File: config.mk
export PLATFORM = sky130hd
export DESIGN_NAME = bru_pipeline
export DESIGN_NICKNAME = d
export VERILOG_FILES = /design/src/rtl/core_types_pkg.sv /design/src/rtl/bru_resolve.sv /design/src/rtl/bru_pipeline.sv
export SDC_FILE = /design/constraint.sdc
export NUM_CORES = 1
export LEC_CHECK = 0
export CAP_MARGIN = 15
export CORE_ASPECT_RATIO = 0.8
export CORE_MARGIN = 3
export CORE_UTILIZATION = 55
export CTS_CLUSTER_SIZE = 8
export DETAILED_ROUTE_END_ITERATION = 12
export HOLD_SLACK_MARGIN = 0.03
export PLACE_DENSITY = 0.81
export SYNTH_ARGS = -nofsm -noshare
export SYNTH_HDL_FRONTEND = slang
export SYNTH_SLANG_ARGS = --single-unit
File: constraint.sdc
create_clock -name CLK -period 15.9 [get_ports CLK]
set_input_delay 1.59 -clock CLK [delete_from_list [all_inputs] [get_ports CLK]]
set_output_delay 1.59 -clock CLK [all_outputs]
set_load 0.01 [all_outputs]
File: src/rtl/core_types_pkg.sv
// rtl/core_types_pkg.sv - core sizing constants and BRU op encoding shared by the BRU pipeline
package core_types_pkg;

    localparam int LOG_PR_COUNT       = 7;
    localparam int LOG_ROB_ENTRIES    = 6;
    localparam int PRF_BANK_COUNT     = 4;
    localparam int LOG_PRF_BANK_COUNT = 2;

    typedef enum logic [3:0] {
        BRU_JALR   = 4'b0000,
        BRU_C_JALR = 4'b0001,
        BRU_JAL    = 4'b0010,
        BRU_C_JAL  = 4'b0011,
        BRU_C_J    = 4'b0100,
        BRU_C_JR   = 4'b0101,
        BRU_LUI    = 4'b0110,
        BRU_AUIPC  = 4'b0111,
        BRU_BEQ    = 4'b1000,
        BRU_BNE    = 4'b1001,
        BRU_C_BEQZ = 4'b1010,
        BRU_C_BNEZ = 4'b1011,
        BRU_BLT    = 4'b1100,
        BRU_BGE    = 4'b1101,
        BRU_BLTU   = 4'b1110,
        BRU_BGEU   = 4'b1111
    } bru_op_t;

    // One bit per op encoding: set for the 16-bit (compressed) forms
    localparam logic [15:0] BRU_COMPRESSED_MASK = 16'h0C3A;

    typedef struct packed {
        logic [3:0]                 op;
        logic [31:0]                pc;
        logic [31:0]                spec;
        logic [31:0]                imm;
        logic [LOG_PR_COUNT-1:0]    dest;
        logic [LOG_ROB_ENTRIES-1:0] rob;
    } bru_uop_t;

    function automatic logic bru_is_compressed(input logic [3:0] op);
        return BRU_COMPRESSED_MASK[op];
    endfunction

endpackage

File: src/rtl/bru_resolve.sv
// rtl/bru_resolve.sv - combinational next-PC and writeback value for one BRU op
module bru_resolve
    import core_types_pkg::*;
(
    input  logic [3:0]  op,
    input  logic [31:0] pc,
    input  logic [31:0] imm,
    input  logic [31:0] a,
    input  logic [31:0] b,
    output logic [31:0] next_pc,
    output logic [31:0] wb_data
);

    bru_op_t     op_e;
    logic [31:0] link;
    logic [31:0] rel_target;
    logic [31:0] cmp_b;
    logic        taken;

    assign op_e = bru_op_t'(op);

    always_comb begin
        link       = pc + (bru_is_compressed(op) ? 32'd2 : 32'd4);
        rel_target = pc + imm;
        cmp_b      = (op_e == BRU_C_BEQZ || op_e == BRU_C_BNEZ) ? 32'd0 : b;
        taken      = 1'b0;
        next_pc    = link;
        wb_data    = link;
        case (op_e)
            BRU_BEQ, BRU_C_BEQZ: taken = (a == cmp_b);
            BRU_BNE, BRU_C_BNEZ: taken = (a != cmp_b);
            BRU_BLT:             taken = ($signed(a) < $signed(cmp_b));
            BRU_BGE:             taken = ($signed(a) >= $signed(cmp_b));
            BRU_BLTU:            taken = (a < cmp_b);
            BRU_BGEU:            taken = (a >= cmp_b);
            default:             taken = 1'b0;
        endcase
        case (op_e)
            BRU_JALR, BRU_C_JALR, BRU_C_JR: next_pc = (a + imm) & ~32'd1;
            BRU_JAL, BRU_C_JAL, BRU_C_J:    next_pc = rel_target;
            BRU_LUI:                        wb_data = imm;
            BRU_AUIPC:                      wb_data = rel_target;
            default:                        next_pc = taken ? rel_target : link;
        endcase
    end

endmodule

File: src/rtl/bru_pipeline.sv
// rtl/bru_pipeline.sv - BRU OC/EX/WB pipeline; BRU_PERF_COUNTERS_EN adds branch/restart counters
module bru_pipeline
    import core_types_pkg::*;
(
    input  logic                              CLK,
    input  logic                              RST,
    input  logic                              issue_valid,
    input  logic [3:0]                        issue_op,
    input  logic [31:0]                       issue_PC,
    input  logic [31:0]                       issue_speculated_next_PC,
    input  logic [31:0]                       issue_imm,
    input  logic                              issue_A_unneeded,
    input  logic                              issue_A_forward,
    input  logic [LOG_PRF_BANK_COUNT-1:0]     issue_A_bank,
    input  logic                              issue_B_unneeded,
    input  logic                              issue_B_forward,
    input  logic [LOG_PRF_BANK_COUNT-1:0]     issue_B_bank,
    input  logic [LOG_PR_COUNT-1:0]           issue_dest_PR,
    input  logic [LOG_ROB_ENTRIES-1:0]        issue_ROB_index,
    output logic                              pipeline_ready,
    input  logic                              PRF_resp_A_valid,
    input  logic                              PRF_resp_B_valid,
    input  logic [31:0]                       PRF_resp_A_data,
    input  logic [31:0]                       PRF_resp_B_data,
    input  logic [PRF_BANK_COUNT-1:0][31:0]   forward_data_by_bank,
    output logic                              WB_valid,
    output logic [31:0]                       WB_data,
    output logic [LOG_PR_COUNT-1:0]           WB_PR,
    output logic [LOG_ROB_ENTRIES-1:0]        WB_ROB_index,
    input  logic                              WB_ready,
    output logic                              restart_valid,
    output logic [31:0]                       restart_PC,
    output logic [LOG_ROB_ENTRIES-1:0]        restart_ROB_index
`ifdef BRU_PERF_COUNTERS_EN
    ,
    output logic [31:0]                       perf_branch_count,
    output logic [31:0]                       perf_restart_count
`endif
);

    bru_uop_t                    oc_uop_q, oc_uop_d, ex_uop_q, ex_uop_d;
    logic                        oc_valid_q, oc_valid_d, oc_first_q, oc_first_d;
    logic                        oc_a_fwd_q, oc_a_fwd_d, oc_b_fwd_q, oc_b_fwd_d;
    logic [LOG_PRF_BANK_COUNT-1:0] oc_a_bank_q, oc_a_bank_d, oc_b_bank_q, oc_b_bank_d;
    logic                        oc_a_have_q, oc_a_have_d, oc_b_have_q, oc_b_have_d;
    logic [31:0]                 oc_a_data_q, oc_a_data_d, oc_b_data_q, oc_b_data_d;
    logic                        ex_valid_q, ex_valid_d;
    logic [31:0]                 ex_a_q, ex_a_d, ex_b_q, ex_b_d;
    logic                        wb_valid_q, wb_valid_d;
    logic [31:0]                 wb_data_q, wb_data_d;
    logic [LOG_PR_COUNT-1:0]     wb_pr_q, wb_pr_d;
    logic [LOG_ROB_ENTRIES-1:0]  wb_rob_q, wb_rob_d;
    logic                        restart_valid_q, restart_valid_d;
    logic [31:0]                 restart_pc_q, restart_pc_d;
    logic [LOG_ROB_ENTRIES-1:0]  restart_rob_q, restart_rob_d;
`ifdef BRU_PERF_COUNTERS_EN
    logic [31:0]                 perf_branch_q, perf_branch_d, perf_restart_q, perf_restart_d;
`endif

    logic        fwd_a, fwd_b, a_ready, b_ready;
    logic [31:0] a_value, b_value;
    logic        accept, oc_advance, ex_advance, ex_xfer;
    logic [31:0] ex_next_pc, ex_wb_data;

    bru_resolve u_resolve (
        .op      (ex_uop_q.op),
        .pc      (ex_uop_q.pc),
        .imm     (ex_uop_q.imm),
        .a       (ex_a_q),
        .b       (ex_b_q),
        .next_pc (ex_next_pc),
        .wb_data (ex_wb_data)
    );

    always_comb begin
        // Forward data is only meaningful in the first OC cycle and beats a PRF response
        fwd_a      = oc_first_q & oc_a_fwd_q;
        fwd_b      = oc_first_q & oc_b_fwd_q;
        a_ready    = oc_a_have_q | fwd_a | PRF_resp_A_valid;
        b_ready    = oc_b_have_q | fwd_b | PRF_resp_B_valid;
        a_value    = fwd_a ? forward_data_by_bank[oc_a_bank_q] :
                     oc_a_have_q ? oc_a_data_q : PRF_resp_A_data;
        b_value    = fwd_b ? forward_data_by_bank[oc_b_bank_q] :
                     oc_b_have_q ? oc_b_data_q : PRF_resp_B_data;
        ex_advance = ~wb_valid_q | WB_ready;
        ex_xfer    = ex_valid_q & ex_advance;
        oc_advance = oc_valid_q & a_ready & b_ready & (~ex_valid_q | ex_advance);
        pipeline_ready = ~oc_valid_q | oc_advance;
        accept     = issue_valid & pipeline_ready;

        oc_valid_d  = accept | (oc_valid_q & ~oc_advance);
        oc_uop_d    = oc_uop_q;
        oc_first_d  = 1'b0;
        oc_a_fwd_d  = oc_a_fwd_q;
        oc_b_fwd_d  = oc_b_fwd_q;
        oc_a_bank_d = oc_a_bank_q;
        oc_b_bank_d = oc_b_bank_q;
        oc_a_have_d = oc_a_have_q | a_ready;
        oc_b_have_d = oc_b_have_q | b_ready;
        oc_a_data_d = oc_a_have_q ? oc_a_data_q : a_value;
        oc_b_data_d = oc_b_have_q ? oc_b_data_q : b_value;
        if (accept) begin
            oc_uop_d    = '{op: issue_op, pc: issue_PC, spec: issue_speculated_next_PC,
                            imm: issue_imm, dest: issue_dest_PR, rob: issue_ROB_index};
            oc_first_d  = 1'b1;
            oc_a_fwd_d  = issue_A_forward;
            oc_b_fwd_d  = issue_B_forward;
            oc_a_bank_d = issue_A_bank;
            oc_b_bank_d = issue_B_bank;
            oc_a_have_d = issue_A_unneeded;
            oc_b_have_d = issue_B_unneeded;
        end

        ex_valid_d = oc_advance | (ex_valid_q & ~ex_advance);
        ex_uop_d   = oc_advance ? oc_uop_q : ex_uop_q;
        ex_a_d     = oc_advance ? a_value : ex_a_q;
        ex_b_d     = oc_advance ? b_value : ex_b_q;

        wb_valid_d = ex_xfer | (wb_valid_q & ~WB_ready);
        wb_data_d  = ex_xfer ? ex_wb_data : wb_data_q;
        wb_pr_d    = ex_xfer ? (ex_uop_q.op[3] ? '0 : ex_uop_q.dest) : wb_pr_q;
        wb_rob_d   = ex_xfer ? ex_uop_q.rob : wb_rob_q;

        restart_valid_d = ex_xfer & (ex_next_pc != ex_uop_q.spec);
        restart_pc_d    = restart_valid_d ? ex_next_pc : restart_pc_q;
        restart_rob_d   = restart_valid_d ? ex_uop_q.rob : restart_rob_q;
`ifdef BRU_PERF_COUNTERS_EN
        perf_branch_d  = perf_branch_q + {31'd0, ex_xfer & ex_uop_q.op[3]};
        perf_restart_d = perf_restart_q + {31'd0, restart_valid_q};
`endif
    end

    always_ff @(posedge CLK or posedge RST) begin
        if (RST) begin
            oc_valid_q      <= 1'b0;
            oc_uop_q        <= '0;
            oc_first_q      <= 1'b0;
            oc_a_fwd_q      <= 1'b0;
            oc_b_fwd_q      <= 1'b0;
            oc_a_bank_q     <= '0;
            oc_b_bank_q     <= '0;
            oc_a_have_q     <= 1'b0;
            oc_b_have_q     <= 1'b0;
            oc_a_data_q     <= '0;
            oc_b_data_q     <= '0;
            ex_valid_q      <= 1'b0;
            ex_uop_q        <= '0;
            ex_a_q          <= '0;
            ex_b_q          <= '0;
            wb_valid_q      <= 1'b0;
            wb_data_q       <= '0;
            wb_pr_q         <= '0;
            wb_rob_q        <= '0;
            restart_valid_q <= 1'b0;
            restart_pc_q    <= '0;
            restart_rob_q   <= '0;
`ifdef BRU_PERF_COUNTERS_EN
            perf_branch_q   <= '0;
            perf_restart_q  <= '0;
`endif
        end else begin
            oc_valid_q      <= oc_valid_d;
            oc_uop_q        <= oc_uop_d;
            oc_first_q      <= oc_first_d;
            oc_a_fwd_q      <= oc_a_fwd_d;
            oc_b_fwd_q      <= oc_b_fwd_d;
            oc_a_bank_q     <= oc_a_bank_d;
            oc_b_bank_q     <= oc_b_bank_d;
            oc_a_have_q     <= oc_a_have_d;
            oc_b_have_q     <= oc_b_have_d;
            oc_a_data_q     <= oc_a_data_d;
            oc_b_data_q     <= oc_b_data_d;
            ex_valid_q      <= ex_valid_d;
            ex_uop_q        <= ex_uop_d;
            ex_a_q          <= ex_a_d;
            ex_b_q          <= ex_b_d;
            wb_valid_q      <= wb_valid_d;
            wb_data_q       <= wb_data_d;
            wb_pr_q         <= wb_pr_d;
            wb_rob_q        <= wb_rob_d;
            restart_valid_q <= restart_valid_d;
            restart_pc_q    <= restart_pc_d;
            restart_rob_q   <= restart_rob_d;
`ifdef BRU_PERF_COUNTERS_EN
            perf_branch_q   <= perf_branch_d;
            perf_restart_q  <= perf_restart_d;
`endif
        end
    end

    assign WB_valid          = wb_valid_q;
    assign WB_data           = wb_data_q;
    assign WB_PR             = wb_pr_q;
    assign WB_ROB_index      = wb_rob_q;
    assign restart_valid     = restart_valid_q;
    assign restart_PC        = restart_pc_q;
    assign restart_ROB_index = restart_rob_q;
`ifdef BRU_PERF_COUNTERS_EN
    assign perf_branch_count  = perf_branch_q;
    assign perf_restart_count = perf_restart_q;
`endif

endmodule

==> results.toml, run 1 <==
[outcome]
outcome = "finished clean"

[pwr]
seqPwrFrac = 0.257
leakage_nw = 13.8
clkPwrFrac = 0.140
power_switching_w = 0.00421
power_density_mw_per_mm2 = 264
p_int_w = 0.00458
combPwrFrac = 0.602
peakVddDrop_mv = 0.212
switching_share = 0.479

[grt]
antenna_found_initial = 1
grt_overflow = 0
grt_use_total = 0.360
grt_pass1_vias = 23529
grt_max_degree = 92
grt_pass1_wl_mm = 142

[cts]
cts-root-buf = "clkbuf_16"
cts_sinks = 450
cts_tree = "done"
cts_buffers = 66
insertion_delay_ns = 0.58
ctsHtreeMaxLevel = 3
hold_buffers = 0
cts_setup_buffers = 0
path_clk_slew_ns = 0.06
clock_path_buffers = 3
ctsResizeCount = 0

[cells_and_area]
drive_gt1_frac = 0.177
num-fill-cells = 3605
instances_no_fill = 3636
nets = 3414
final_area_mm2 = 0.0333
mostFrequentLayoutCell = "dfrtp_1"
area_delta_synth_final_pct = 23.0
layout_common_cells = "dfrtp_1, clkdlybuf4s50_1, nand2_1"
fin_util = 0.687

[hold_path]
holdPathStages = 2
hold_path_class = "reg2reg"

[floorplan]
initial_core_util = 0.558
fp.dieW_um = 254
io_pins = 405
core_area_mm2 = 0.0485
die-area_mm2 = 0.0519
num_rows = 72
die_h_um = 204

[detailed_routing]
drtPass1Iterations = 5
post_drt_via_cell_ratio = 6.37
vias = 23153
routed_wirelength_mm = 93.9
ant_nets = 0
drc = 0
drt-initial-drc-count = 2410
wl_per_cell_um = 25.8

[placement]
hpwl_mm = 70.7
port_buffers = 404
globalplace.congestion = 1.00
pre_cts_slack_ns = 7.58
dpl-instance-area_mm2 = 0.0315
dp.cells = 3558

[timing]
setup_viol = 0
slew_viol_final = 0
tightestPinTransition_ns = 1.20
clock_skew_ns = 0.0153
fmaxAchievable_mhz = 117
fin_crit_ns = 8.57
setup_ws_ns = 7.33
grt_setup_unrepaired = "false"
period_share = 0.539
hold_viol = 0
slew-limit-headroom = 0.194
tns_ns = 0

[synth]
synth_seq_area_share = 0.416
synthesis.area_mm2 = 0.0271
synth_cell_types = 88
synth.avg_cell_area_um2 = 10.2
synthArstFlopShare = 1.00
netlist_instances = 2663
synthMuxAreaShare = 0.199
synth-xor-area-share = 0.0333
ys.flop_type = "dfrtp_1"
synth_edf_count = 0
synth_warnings = 0
syn-num-nets = 3080
ys_ff_latch = 450
synthAdderAreaFrac = 0.0461
synth_top_family_by_area = "multiplexers"
synth-simple-area-share = 0.128
synth-compound-area-share = 0.147

[critical_path]
crit_type = "reg2reg"
endpoint_kind = "flip-flop"
cp_data_required_time_ns = 16.34
start_kind = "flip-flop"
cp.arrival_ns = 9.01
cp_cell_sequence = "inv_1, buf_4, nor2_1, nand2_1, nand2_1, ha_1, nand3_2, nor3_1, a221oi_1, a21oi_1, a311o_1, or2_1, nor3_2, o221a_2, xnor2_1, nor4_1, nand4_1, o31ai_4, buf_4, mux2_1"
worstPathMaxFanout = 32
worstRegToRegCells = 20
crit_path_max_incr_delay_ns = 1.04
slowest_stage = "nor3_2"

[run]
cap_viol_max_count = 0
[power by group through the flow]
stage / Sequential [W] / Combinational (W) / Clock, W
2_1_floorplan: 0.00203 / 0.00345 / 0
3_3_place_gp: 0.00223 / 0.00503 / 0
3_5_place_dp: 0.00225 / 0.00511 / 0
4_1_cts: 0.00224 / 0.00517 / 0.00125
5_1_grt: 0.00230 / 0.00564 / 0.00130
6_report: 0.00226 / 0.00529 / 0.00123
[Yosys cell counts, types with 22 or more instances]
master	instances	area [um2]
dfrtp_1	450	11300
nand2_1	342	1280
mux2_2	321	3610
o21ai_0	252	1260
a21oi_1	196	981
clkbuf_1	144	541
nor2_1	103	387
ha_1	95	1190
nand2b_1	74	463
mux4_2	64	1440
xnor2_1	54	473
xor2_1	49	429
nand4_1	47	294
nand3_1	36	180
inv_1	33	124
nor3_1	25	125
o211ai_1	23	173
a21o_1	22	165
[cell families (layout without fill, tap and decap cells)]
group,count (synthesis),after routing
xor+xnor,103,103
fa+ha+maj,98,98
flops,450,450
mux,416,416
buf+inv,210,553
other cells,0,1
simple gates,731,731
compound gates,655,655
[worst paths after layout]
| path | start | endpoint | slack (ns) |
|---|---|---|---|
| max in group asynchronous | RST | ex_uop_q[64] | 11.86 |
| hold / removal | WB_data[31] | WB_data[31] | 0.48 |
| hold reg to reg | WB_data[31] | WB_data[31] | 0.48 |
| min in group asynchronous | RST | oc_b_data_q[28] | 1.51 |
| setup reg to reg | ex_uop_q[112] | restart_ROB_index[2] | 7.33 |
| setup / recovery | ex_uop_q[112] | restart_ROB_index[2] | 7.33 |
[cell type report]
cell class / count / area [um2] / area share
multi-input combinational: 2003 / 15000 / 0.451
clock inverter: 7 / 78.8 / 0.00237
antenna: 1 / 2.50 / 0.0000752
timing repair buffer: 442 / 4330 / 0.130
clock buffer: 70 / 1670 / 0.0501
inverter: 34 / 135 / 0.00406
tap: 629 / 787 / 0.0236
sequential: 450 / 11300 / 0.338
[through the flow]
stage          hold WS, ns  total power (W)
6_report             0.481          0.00879
2_1_floorplan        0.442          0.00548
4_1_cts              0.488          0.00866
3_5_place_dp         0.469          0.00736
3_3_place_gp         0.464          0.00726
5_1_grt              0.507          0.00925
[sequential cells by signal, summed over array words and instances (netlist names), 2 cells and up]
register,flops
oc_b_bank_q,2
oc_uop_q,113
restart_ROB_index,6
ex_uop_q,113
oc_a_data_q,32
WB_PR,7
restart_PC,32
WB_data,32
oc_b_data_q,32
oc_a_bank_q,2
ex_b_q,32
ex_a_q,32
WB_ROB_index,6
[critical path: cells and delay by family (launching register included)]
family | cells | cell delay [ns]
fa+ha+maj | 1 | 0.43
buf+inv | 3 | 1.13
compound gates | 5 | 2.41
simple gates | 9 | 3.58
mux | 1 | 0.38
flops | 1 | 0.37
xor+xnor | 1 | 0.09
[metal layers]
metal  vias up  share of wire  wire (um)  global-route usage
li1      10388              -          -                   -
met1     11533           0.43      40400               0.513
met2      1070           0.47      43700               0.572
met3       162          0.081       7570              0.0672
met4         0          0.023       2200              0.0929
met5         -              0          0                   0
No activity file was read; power rests on OpenSTA's default activity.
==> inputs of run 2 (changes only) <==
- CORE_UTILIZATION: 55 -> 50
- PLACE_DENSITY: 0.81 -> 0.78
- clock period: 15.9 -> 7.6 ns (I/O delays scaled with it)
==> run 2 against run 1 <==
Against the previous run:
- cell area grew 0.65%
- global-route usage shrank 3.3 points
- register-to-register slack lost 7.1 ns
- flip-flop and latch count is the same
- wire length grew 0.51%
- largest cell class unchanged
==> results.toml, run 2 (synthesis gave the netlist of run 1 again) <==
[cells_and_area]
final_area_mm2 = 0.0335
nets = 3419
multiInputGateArea_mm2 = 0.0150
num-fill-cells = 4192
top_regs = "ex_uop_q (113), oc_uop_q (113)"
layout_common_cells = "dfrtp_1, clkdlybuf4s50_1, nand2_1"
seq_area_mm2 = 0.0113
drive_gt1_frac = 0.179
mostFrequentLayoutCell = "dfrtp_1"
area_delta_synth_final_pct = 23.8

[timing]
clock_skew_ns = 0.0327
slew-limit-headroom = 0.197
tns_ns = 0
fin_crit_ns = 7.34
tightestPinTransition_ns = 1.20
setup_viol = 0
hold_viol = 0
grt_setup_unrepaired = "false"
fmaxAchievable_mhz = 136
slew_viol_final = 0
period_share = 0.965

[placement]
port_buffers = 404
globalplace.congestion = 1.03
dpl-instance-area_mm2 = 0.0317
hpwl_mm = 71.4

[grt]
grt_overflow = 0
grt_pass1_wl_mm = 143
antenna_found_initial = 5
grt_pass1_vias = 23602
grt_max_degree = 178
grt_use_total = 0.327

[pwr]
peakVddDrop_mv = 0.273
leakage_nw = 13.8
power_density_mw_per_mm2 = 552
switching_share = 0.479
p_int_w = 0.00964
combPwrFrac = 0.603
clkPwrFrac = 0.142
power_switching_w = 0.00885
seqPwrFrac = 0.255

[cts]
hold_buffers = 0
path_clk_slew_ns = 0.06
insertion_delay_ns = 0.62
cts-root-buf = "clkbuf_16"
cts_sinks = 450
cts_buffers = 66
clock_path_buffers = 3
cts_tree = "done"
cts_setup_buffers = 0
ctsHtreeMaxLevel = 3
ctsResizeCount = 0

[detailed_routing]
wl_per_cell_um = 25.5
drt-initial-drc-count = 2258
post_drt_via_cell_ratio = 6.30
drc = 0
drtPass1Iterations = 6
ant_nets = 0
vias = 23336
routed_wirelength_mm = 94.4

[floorplan]
core_area_mm2 = 0.0530
die_h_um = 214
initial_core_util = 0.511
fp.dieW_um = 266
num_rows = 75
die-area_mm2 = 0.0570
io_pins = 405

[critical_path]
worstPathMaxFanout = 38
cp_data_required_time_ns = 8.07
endpoint_kind = "flip-flop"
crit_type = "reg2reg"
cp.arrival_ns = 7.80
start_kind = "flip-flop"

[run]
cap_viol_max_count = 0

[outcome]
outcome = "finished clean"

[hold_path]
hold_path_class = "reg2reg"
[run 2: cell types whose count changed in the layout (fill, tap and decap cells not counted), moves of 2 or more]
cell | before | now
inv_6 | 4 | 0
buf_12 | 0 | 3
clkbuf_1 | 4 | 6
inv_16 | 1 | 3
[run 2: final cells by class]
type,instances,area share
antenna,1,0.0000747
sequential,450,0.336
clock inverter,7,0.00381
tap,693,0.0259
timing repair buffer,447,0.132
multi-input combinational,2003,0.448
inverter,34,0.00392
clock buffer,72,0.0500
[run 2: stage by stage]
step / power (W) / util / hold slack (ns) / cells / setup WS, ns
3_5_place_dp: 0.0154 / 0.597 / 0.462 / 3625 / 0.491
6_report: 0.0185 / 0.632 / 0.472 / 3707 / 0.264
4_1_cts: 0.0182 / 0.631 / 0.476 / 3704 / 0.457
2_1_floorplan: 0.0115 / - / 0.442 / 2663 / 0.755
3_3_place_gp: 0.0152 / 0.597 / 0.463 / 3624 / 0.557
5_1_grt: 0.0195 / 0.632 / 0.485 / 3707 / 0.0664
[run 2: power groups by stage]
| stage | combinational (W) | sequential [W] | clock (W) |
|---|---|---|---|
| global placement | 0.0105 | 0.00471 | 0 |
| CTS | 0.0108 | 0.00473 | 0.00267 |
| global route | 0.0119 | 0.00481 | 0.00278 |
| floorplan | 0.00721 | 0.00426 | 0 |
| finish | 0.0111 | 0.00471 | 0.00263 |
| detailed placement | 0.0107 | 0.00474 | 0 |
[run 2: layer usage]
layer	track usage	vias up	share of wire
li1	-	10386	-
met1	0.454	11704	0.42
met2	0.515	1036	0.46
met3	0.0699	206	0.084
met4	0.102	4	0.030
met5	0	-	0.00042
[run 2: worst max-delay path: stages, from the launching register on]
cell      delay [ns]
dfrtp_1         0.37
inv_1           0.07
buf_4           0.43
o21a_1          0.17
o31a_1          0.25
ha_1            0.24
fa_1            0.30
inv_1           0.10
or4_1           0.75
nor3_1          0.40
xnor2_1         0.48
o21ai_0         0.22
a211oi_1        0.53
nor3_1          0.17
o211a_1         0.25
or4_1           0.54
nor4_1          0.42
nand4_1         0.28
o31ai_4         0.27
buf_4           0.52
mux2_1          0.39
[run 2: final timing paths]
kind                                  from  slack [ns]  cells after the start              end
min                        WB_ROB_index[3]        0.47                      2  WB_ROB_index[3]
min in group asynchronous              RST        0.66                      2       ex_b_q[30]
max in group asynchronous              RST        5.02                      4     ex_uop_q[53]
max reg2reg                  ex_uop_q[112]        0.26                     20    restart_PC[7]
min reg2reg                WB_ROB_index[3]        0.47                      2  WB_ROB_index[3]
max                          ex_uop_q[112]        0.26                     20    restart_PC[7]
